==> src/rtl/uart_tx_engine.sv <==
`default_nettype none
// ============================================================================
// Module   : uart_tx_engine
// Purpose  : Buffered UART transmitter. A TX FIFO feeds a frame serialiser
//            with runtime-selectable data width (5..MAX_DATA_WIDTH), optional
//            even/odd parity, one or two stop bits, CTS flow control and
//            break generation. Single clock domain (uart_clk).
// Ports    : uart_clk, rst           - clock, synchronous active-high reset
//            baud_tick               - one-cycle pulse, OVERSAMPLE_RATE x baud
//            wr_data, wr_en          - FIFO enqueue
//            cfg_*                   - frame format, latched per frame
//            tx_enable, cts_n        - start gating, sampled at frame start
//            send_break, ovf_clr     - break level request, overflow clear
//            tx_serial               - serial line, idle high
//            tx_empty/full/level     - FIFO status
//            tx_active, tx_done      - serialiser busy, end-of-frame pulse
//            tx_overflow             - sticky dropped-write flag
// Revision : 1.0 - initial release
// ============================================================================
module uart_tx_engine #(
    parameter int FIFO_DEPTH      = 16,
    parameter int MAX_DATA_WIDTH  = 8,
    parameter int OVERSAMPLE_RATE = 16
) (
    input  logic                          uart_clk,
    input  logic                          rst,
    input  logic                          baud_tick,
    input  logic [MAX_DATA_WIDTH-1:0]     wr_data,
    input  logic                          wr_en,
    input  logic [3:0]                    cfg_data_bits,
    input  logic                          cfg_parity_en,
    input  logic                          cfg_parity_odd,
    input  logic                          cfg_stop2,
    input  logic                          tx_enable,
    input  logic                          cts_n,
    input  logic                          send_break,
    input  logic                          ovf_clr,
    output logic                          tx_serial,
    output logic                          tx_empty,
    output logic                          tx_full,
    output logic [$clog2(FIFO_DEPTH):0]   tx_level,
    output logic                          tx_active,
    output logic                          tx_done,
    output logic                          tx_overflow
);

    localparam int              c_AW        = $clog2(FIFO_DEPTH);
    localparam int              c_LW        = c_AW + 1;
    localparam int              c_TW        = (OVERSAMPLE_RATE > 1) ? $clog2(OVERSAMPLE_RATE) : 1;
    localparam logic [c_TW-1:0] c_TICK_LAST = c_TW'(OVERSAMPLE_RATE - 1);
    localparam logic [3:0]      c_MAXW      = 4'(MAX_DATA_WIDTH);
    localparam logic [3:0]      c_MINW      = 4'd5;
    localparam logic [c_LW-1:0] c_DEPTH     = c_LW'(FIFO_DEPTH);

    typedef enum logic [2:0] {
        ST_IDLE   = 3'd0,
        ST_START  = 3'd1,
        ST_DATA   = 3'd2,
        ST_PARITY = 3'd3,
        ST_STOP   = 3'd4,
        ST_BREAK  = 3'd5
    } state_t;

    // ------------------------------------------------------------------
    // FIFO storage and status
    // ------------------------------------------------------------------
    logic [MAX_DATA_WIDTH-1:0] r_mem [FIFO_DEPTH];
    logic [c_AW-1:0]           r_wr_ptr;
    logic [c_AW-1:0]           r_rd_ptr;
    logic [c_LW-1:0]           r_count;
    logic [c_LW-1:0]           w_count_nxt;
    logic                      r_empty;
    logic                      r_full;
    logic                      r_overflow;
    logic                      w_wr_acc;
    logic                      w_pop;

    // ------------------------------------------------------------------
    // Serialiser state
    // ------------------------------------------------------------------
    state_t                    r_state;
    state_t                    w_state_nxt;
    logic [c_TW-1:0]           r_tick;
    logic [c_TW-1:0]           w_tick_nxt;
    logic [c_TW-1:0]           w_tick_run;
    logic [3:0]                r_bit;
    logic [3:0]                w_bit_nxt;
    logic [MAX_DATA_WIDTH-1:0] r_shift;
    logic [MAX_DATA_WIDTH-1:0] w_shift_nxt;
    logic [3:0]                r_nbits;
    logic [3:0]                w_nbits_nxt;
    logic                      r_par_en;
    logic                      w_par_en_nxt;
    logic                      r_stop2;
    logic                      w_stop2_nxt;
    logic                      r_par_bit;
    logic                      w_par_bit_nxt;
    logic                      r_is_break;
    logic                      w_is_break_nxt;
    logic                      r_serial;
    logic                      w_serial_nxt;
    logic                      r_active;
    logic                      r_done;
    logic                      w_done_nxt;

    // Frame-start helpers derived from the FIFO head and live config
    logic [3:0]                w_eff_bits;
    logic [MAX_DATA_WIDTH-1:0] w_mask;
    logic [MAX_DATA_WIDTH-1:0] w_head_masked;
    logic                      w_head_par;
    logic                      w_start_ok;
    logic                      w_bit_end;

    // Full is taken from the registered flag, so a write arriving while
    // full is dropped even if a pop happens in the same cycle.
    assign w_wr_acc   = wr_en && !r_full;
    assign w_start_ok = tx_enable && !cts_n && !r_empty && !send_break;
    assign w_bit_end  = baud_tick && (r_tick == c_TICK_LAST);
    assign w_tick_run = w_bit_end ? '0 : (baud_tick ? (r_tick + c_TW'(1)) : r_tick);

    always_comb begin
        w_eff_bits = cfg_data_bits;
        if (cfg_data_bits < c_MINW) begin
            w_eff_bits = c_MINW;
        end else if (cfg_data_bits > c_MAXW) begin
            w_eff_bits = c_MAXW;
        end
    end

    always_comb begin
        w_mask = '0;
        for (int i = 0; i < MAX_DATA_WIDTH; i++) begin
            w_mask[i] = (4'(i) < w_eff_bits);
        end
    end

    assign w_head_masked = r_mem[r_rd_ptr] & w_mask;
    assign w_head_par    = (^w_head_masked) ^ cfg_parity_odd;

    // ------------------------------------------------------------------
    // FIFO
    // ------------------------------------------------------------------
    always_ff @(posedge uart_clk) begin
        if (w_wr_acc) begin
            r_mem[r_wr_ptr] <= wr_data;
        end
    end

    always_comb begin
        w_count_nxt = r_count;
        case ({w_wr_acc, w_pop})
            2'b10:   w_count_nxt = r_count + c_LW'(1);
            2'b01:   w_count_nxt = r_count - c_LW'(1);
            default: w_count_nxt = r_count;
        endcase
    end

    always_ff @(posedge uart_clk) begin
        if (rst) begin
            r_wr_ptr   <= '0;
            r_rd_ptr   <= '0;
            r_count    <= '0;
            r_empty    <= 1'b1;
            r_full     <= 1'b0;
            r_overflow <= 1'b0;
        end else begin
            if (w_wr_acc) begin
                r_wr_ptr <= r_wr_ptr + c_AW'(1);
            end
            if (w_pop) begin
                r_rd_ptr <= r_rd_ptr + c_AW'(1);
            end
            r_count <= w_count_nxt;
            r_empty <= (w_count_nxt == '0);
            r_full  <= (w_count_nxt == c_DEPTH);
            // A drop in the same cycle as ovf_clr keeps the flag set.
            if (wr_en && r_full) begin
                r_overflow <= 1'b1;
            end else if (ovf_clr) begin
                r_overflow <= 1'b0;
            end
        end
    end

    // ------------------------------------------------------------------
    // Serialiser: state register
    // ------------------------------------------------------------------
    always_ff @(posedge uart_clk) begin
        if (rst) begin
            r_state    <= ST_IDLE;
            r_tick     <= '0;
            r_bit      <= '0;
            r_shift    <= '0;
            r_nbits    <= c_MINW;
            r_par_en   <= 1'b0;
            r_stop2    <= 1'b0;
            r_par_bit  <= 1'b0;
            r_is_break <= 1'b0;
            r_serial   <= 1'b1;
            r_active   <= 1'b0;
            r_done     <= 1'b0;
        end else begin
            r_state    <= w_state_nxt;
            r_tick     <= w_tick_nxt;
            r_bit      <= w_bit_nxt;
            r_shift    <= w_shift_nxt;
            r_nbits    <= w_nbits_nxt;
            r_par_en   <= w_par_en_nxt;
            r_stop2    <= w_stop2_nxt;
            r_par_bit  <= w_par_bit_nxt;
            r_is_break <= w_is_break_nxt;
            r_serial   <= w_serial_nxt;
            r_active   <= (w_state_nxt != ST_IDLE);
            r_done     <= w_done_nxt;
        end
    end

    // ------------------------------------------------------------------
    // Serialiser: next-state and datapath
    // ------------------------------------------------------------------
    always_comb begin
        w_state_nxt    = r_state;
        w_tick_nxt     = r_tick;
        w_bit_nxt      = r_bit;
        w_shift_nxt    = r_shift;
        w_nbits_nxt    = r_nbits;
        w_par_en_nxt   = r_par_en;
        w_stop2_nxt    = r_stop2;
        w_par_bit_nxt  = r_par_bit;
        w_is_break_nxt = r_is_break;
        w_pop          = 1'b0;
        w_done_nxt     = 1'b0;

        case (r_state)
            ST_IDLE: begin
                w_tick_nxt = '0;
                if (send_break) begin
                    w_state_nxt = ST_BREAK;
                end else if (w_start_ok) begin
                    w_state_nxt = ST_START;
                end
            end

            ST_START: begin
                w_tick_nxt = w_tick_run;
                if (w_bit_end) begin
                    w_state_nxt = ST_DATA;
                    w_bit_nxt   = '0;
                end
            end

            ST_DATA: begin
                w_tick_nxt = w_tick_run;
                if (w_bit_end) begin
                    if (r_bit == (r_nbits - 4'd1)) begin
                        w_state_nxt = r_par_en ? ST_PARITY : ST_STOP;
                        w_bit_nxt   = '0;
                    end else begin
                        w_bit_nxt   = r_bit + 4'd1;
                        w_shift_nxt = r_shift >> 1;
                    end
                end
            end

            ST_PARITY: begin
                w_tick_nxt = w_tick_run;
                if (w_bit_end) begin
                    w_state_nxt = ST_STOP;
                    w_bit_nxt   = '0;
                end
            end

            ST_STOP: begin
                w_tick_nxt = w_tick_run;
                if (w_bit_end) begin
                    if (r_stop2 && (r_bit == 4'd0)) begin
                        w_bit_nxt = 4'd1;
                    end else begin
                        // Last stop tick: finish the frame and, if another
                        // word may go, start it with no idle gap.
                        w_done_nxt  = !r_is_break;
                        w_state_nxt = w_start_ok ? ST_START : ST_IDLE;
                    end
                end
            end

            ST_BREAK: begin
                w_tick_nxt = '0;
                if (!send_break) begin
                    // One bit period of mark after the break, no tx_done.
                    w_state_nxt    = ST_STOP;
                    w_bit_nxt      = '0;
                    w_stop2_nxt    = 1'b0;
                    w_is_break_nxt = 1'b1;
                end
            end

            default: begin
                w_state_nxt = ST_IDLE;
                w_tick_nxt  = '0;
            end
        endcase

        // Any transition into START pops the head and latches the frame
        // format, so config edits only take effect on the following frame.
        if ((w_state_nxt == ST_START) && (r_state != ST_START)) begin
            w_pop          = 1'b1;
            w_tick_nxt     = '0;
            w_bit_nxt      = '0;
            w_shift_nxt    = w_head_masked;
            w_nbits_nxt    = w_eff_bits;
            w_par_en_nxt   = cfg_parity_en;
            w_stop2_nxt    = cfg_stop2;
            w_par_bit_nxt  = w_head_par;
            w_is_break_nxt = 1'b0;
        end
    end

    // Line level is derived from the next state so it is registered
    // together with the state change.
    always_comb begin
        w_serial_nxt = 1'b1;
        case (w_state_nxt)
            ST_START:  w_serial_nxt = 1'b0;
            ST_DATA:   w_serial_nxt = w_shift_nxt[0];
            ST_PARITY: w_serial_nxt = w_par_bit_nxt;
            ST_BREAK:  w_serial_nxt = 1'b0;
            default:   w_serial_nxt = 1'b1;
        endcase
    end

    assign tx_serial   = r_serial;
    assign tx_empty    = r_empty;
    assign tx_full     = r_full;
    assign tx_level    = r_count;
    assign tx_active   = r_active;
    assign tx_done     = r_done;
    assign tx_overflow = r_overflow;

endmodule
`default_nettype wire
==> config.mk <==
export PLATFORM = sky130hd
export DESIGN_NAME = uart_tx_engine
export DESIGN_NICKNAME = d
export VERILOG_FILES = /design/src/rtl/uart_tx_engine.sv
export SDC_FILE = /design/constraint.sdc
export NUM_CORES = 1
export LEC_CHECK = 0
export CORE_MARGIN = 5
export CORE_UTILIZATION = 60
export DETAILED_ROUTE_END_ITERATION = 10
export GPL_ROUTABILITY_DRIVEN = 0
export PLACE_DENSITY_LB_ADDON = 0.08
export SYNTH_ARGS = -nofsm -noshare
export SYNTH_HDL_FRONTEND = slang
export SYNTH_SLANG_ARGS = --single-unit
==> constraint.sdc <==
create_clock -name uart_clk -period 5.6 [get_ports uart_clk]
set_input_delay 0.84 -clock uart_clk [delete_from_list [all_inputs] [get_ports uart_clk]]
set_output_delay 0.84 -clock uart_clk [all_outputs]
set_load 0.005 [all_outputs]
==> results.cfg <==
[global_route]
grtUsageTotal = 0.206
globalRouteOverflowTotal = 0
met2_usage = 0.350
grt_antenna_before_repair = 0
top_usage_layer = met2
grt_pass1_wl_mm = 22.7
grt.met1_usage = 0.258
grt_max_degree = 36
grt_util_met3 = 0.0586
grt_pass1_vias = 4271

[yosys]
synth_top_family_by_area = multiplexers
synth.mux.area_fraction = 0.132
synth_fa_ha_area_frac = 0.0196
synth_edf_count = 128
syn_nets = 550
yosysUniqueCellTypes = 53
yosysWarnings = 0
ys_seq_area_frac = 0.632
netlist_area_mm2 = 0.00767
synthSimpleGateAreaFrac = 0.0912
syn_area_per_cell_um2 = 14.9
ys_async_sr_fraction = 0
synth-xor-area-share = 0.0323
synth-seq-cells = 178
synth-main-ff-cell = edfxtp_1
synth-compound-area-share = 0.0612
syn_inst = 515

[sta]
rsz0062_at_grt = false
worst_clock_skew_ns = 0.00705
setup_viol = 0
whs_ns = 0.426
tightest_slew_ns = 1.11
max_freq_mhz = 229
max_slew_margin = 0.259
slew_viol_final = 0
period_share = 0.781
hold_viol_final = 0
tns_ns = 0
layout_min_cycle_time_ns = 4.37

[worst_setup_path]
r2r-end = tx_empty
path_class = input pin to register
cp_num_cells = 17
path_max_fanout = 10
crit_chain = clkdlybuf4s50_1 -> nand4_1 -> nor2_1 -> a21oi_1 -> a221oi_2 -> nand3_1 -> inv_6 -> ha_1 -> xor2_1 -> ha_1 -> nor2b_1 -> a22oi_1 -> o32a_1 -> nor2_1 -> xnor2_1 -> nor2_1 -> a21oi_1
r2r_start = r_nbits[0]
slowest_stage = clkdlybuf4s50_1
cp.required_ns = 5.97
crit_arrival_ns = 4.74
crit_path_end_kind = register
crit_family = simple AND/OR/NAND/NOR gates
cpPeakStageDelay_ns = 0.59
path_buf_inv = 2
worst_path_most_repeated_cell = nor2_1
r2r_setup_slack_ns = 1.44
startpoint_type = input pin
r2r_cells = 18

[placement]
port_buffers = 33
placedCellCount = 703
hpwl_mm = 9.42
placed_area_mm2 = 0.00808

[pwr]
internal-power_mw = 2.45
max-vdd-ir-drop_v = 0.000314
netSwitchingPower_mw = 0.828
netSwitchingFraction = 0.253
p_per_area_mw_per_mm2 = 377
p_comb_frac = 0.161
pwr-share-seq = 0.467
p_leak_nw = 2.96
power_frac_clock = 0.372

[layout]
area_growth_pct = 13.3
stdcell_area_mm2 = 0.00869
final-instance-count-excl-fill = 735
drive_gt1_frac = 0.0906
num_antenna_cells = 0
nets = 585

[routing]
first_pass_iters = 6
via_count = 4343
vias_per_cell = 5.91
drc_errors = 0
drt_iter0_markers = 293
ant_nets = 0
wirelength_mm = 14.5
wl_per_cell_um = 19.8

[hold_path]
whs_endpoint = tx_done
holdPathStages = 1
min_from = r_is_break
hold_class = register to register

[clock_tree]
cts_tree = yes
clockBufferDepth = 2
clock_sinks = 178
cts-buffers-inserted = 17
clk_pin_slew_worst_paths_ns = 0.06
h-tree-depth = 4
root_buffer = clkbuf_16
ctsHoldBuffers = 0
cts_resized = 0
clock_latency_ns = 0.44
cts_setup_buffers = 0

[floorplanning]
start_util = 0.610
die_h_um = 123
die_area_mm2 = 0.0151
io_pins = 34
rows = 41
die_w_um = 123
core_mm2 = 0.0126

[outcome]
outcome = completed

[job]
drv_cap = 0
[stage by stage]
stage	util	total power [mW]	setup slack (ns)
5_1_grt	0.691	3.40	0.984
3_5_place_dp	0.643	2.08	0.835
3_3_place_gp	0.643	2.07	1.10
6_report	0.691	3.27	1.23
4_1_cts	0.691	3.30	1.26
2_1_floorplan	-	1.94	1.69
[metal layers]
metal | share of wire | vias up
li1 | - | 2061
met1 | 0.44 | 2159
met2 | 0.51 | 102
met3 | 0.039 | 21
met4 | 0.015 | 0
met5 | 0 | -
[cells by family (layout without fill, tap and decap cells)]
family,count (synthesis),in the layout
compound gates,67,67
xor+xnor,25,25
fa+ha+maj,12,12
buf+inv,37,85
flops,178,178
mux,51,51
simple gates,145,145
[state kept, by name (all words and copies together) (netlist names), named ones only]
signal       flops
r_shift          8
r_bit            4
r_rd_ptr         4
tx_overflow      1
r_mem          128
r_par_bit        1
tx_full          1
tx_empty         1
r_state          3
tx_level         5
r_is_break       1
r_stop2          1
r_wr_ptr         4
r_nbits          4
r_tick           4
r_par_en         1
tx_done          1
tx_serial        1
tx_active        1
[power by group through the flow]
| stage | logic (mW) | clock network [mW] | registers, mW |
|---|---|---|---|
| floorplan | 0.402 | 0 | 1.54 |
| global placement | 0.517 | 0 | 1.55 |
| detailed placement | 0.527 | 0 | 1.56 |
| CTS | 0.531 | 1.24 | 1.53 |
| global route | 0.574 | 1.29 | 1.54 |
| finish | 0.527 | 1.22 | 1.53 |
[cells in the mapped netlist, drive strengths merged (12+ instances only)]
cell type / number / share of area
a21oi: 17 / 0.011
clkbuf: 18 / 0.013
dfxtp: 50 / 0.13
edfxtp: 128 / 0.50
ha: 12 / 0.020
inv: 12 / 0.0065
mux2i: 19 / 0.025
mux4: 32 / 0.11
nand2: 27 / 0.013
nor2: 56 / 0.027
nor2b: 12 / 0.0098
xnor2: 12 / 0.014
[worst max path at each step]
stage | from | end | slack (ns)
after floorplan | baud_tick | tx_empty | 1.69
after global placement | baud_tick | tx_empty | 1.10
after detailed placement | baud_tick | tx_empty | 0.84
after CTS | baud_tick | tx_empty | 1.26
after global routing | baud_tick | tx_empty | 0.98
final | baud_tick | tx_empty | 1.23
[layout by cell type, fill, tap and decap left out, types with 17 or more instances in the layout]
| cell | instances |
|---|---|
| mux2i_1 | 18 |
| a21oi_1 | 17 |
| dfxtp_1 | 50 |
| nand2_1 | 27 |
| nor2_1 | 56 |
| clkdlybuf4s50_1 | 33 |
| mux4_1 | 27 |
| clkbuf_16 | 17 |
| edfxtp_1 | 128 |
[area by class of cell]
cell class                 count  area [µm²]
sequential                   178        4840
fill                         843        3880
multi-input combinational    300        2580
clock buffer                  17         425
timing repair buffer          41         390
tap                          172         215
clock inverter                15         178
inverter                      12        50.0
No activity file was read; power rests on OpenSTA's default activity.
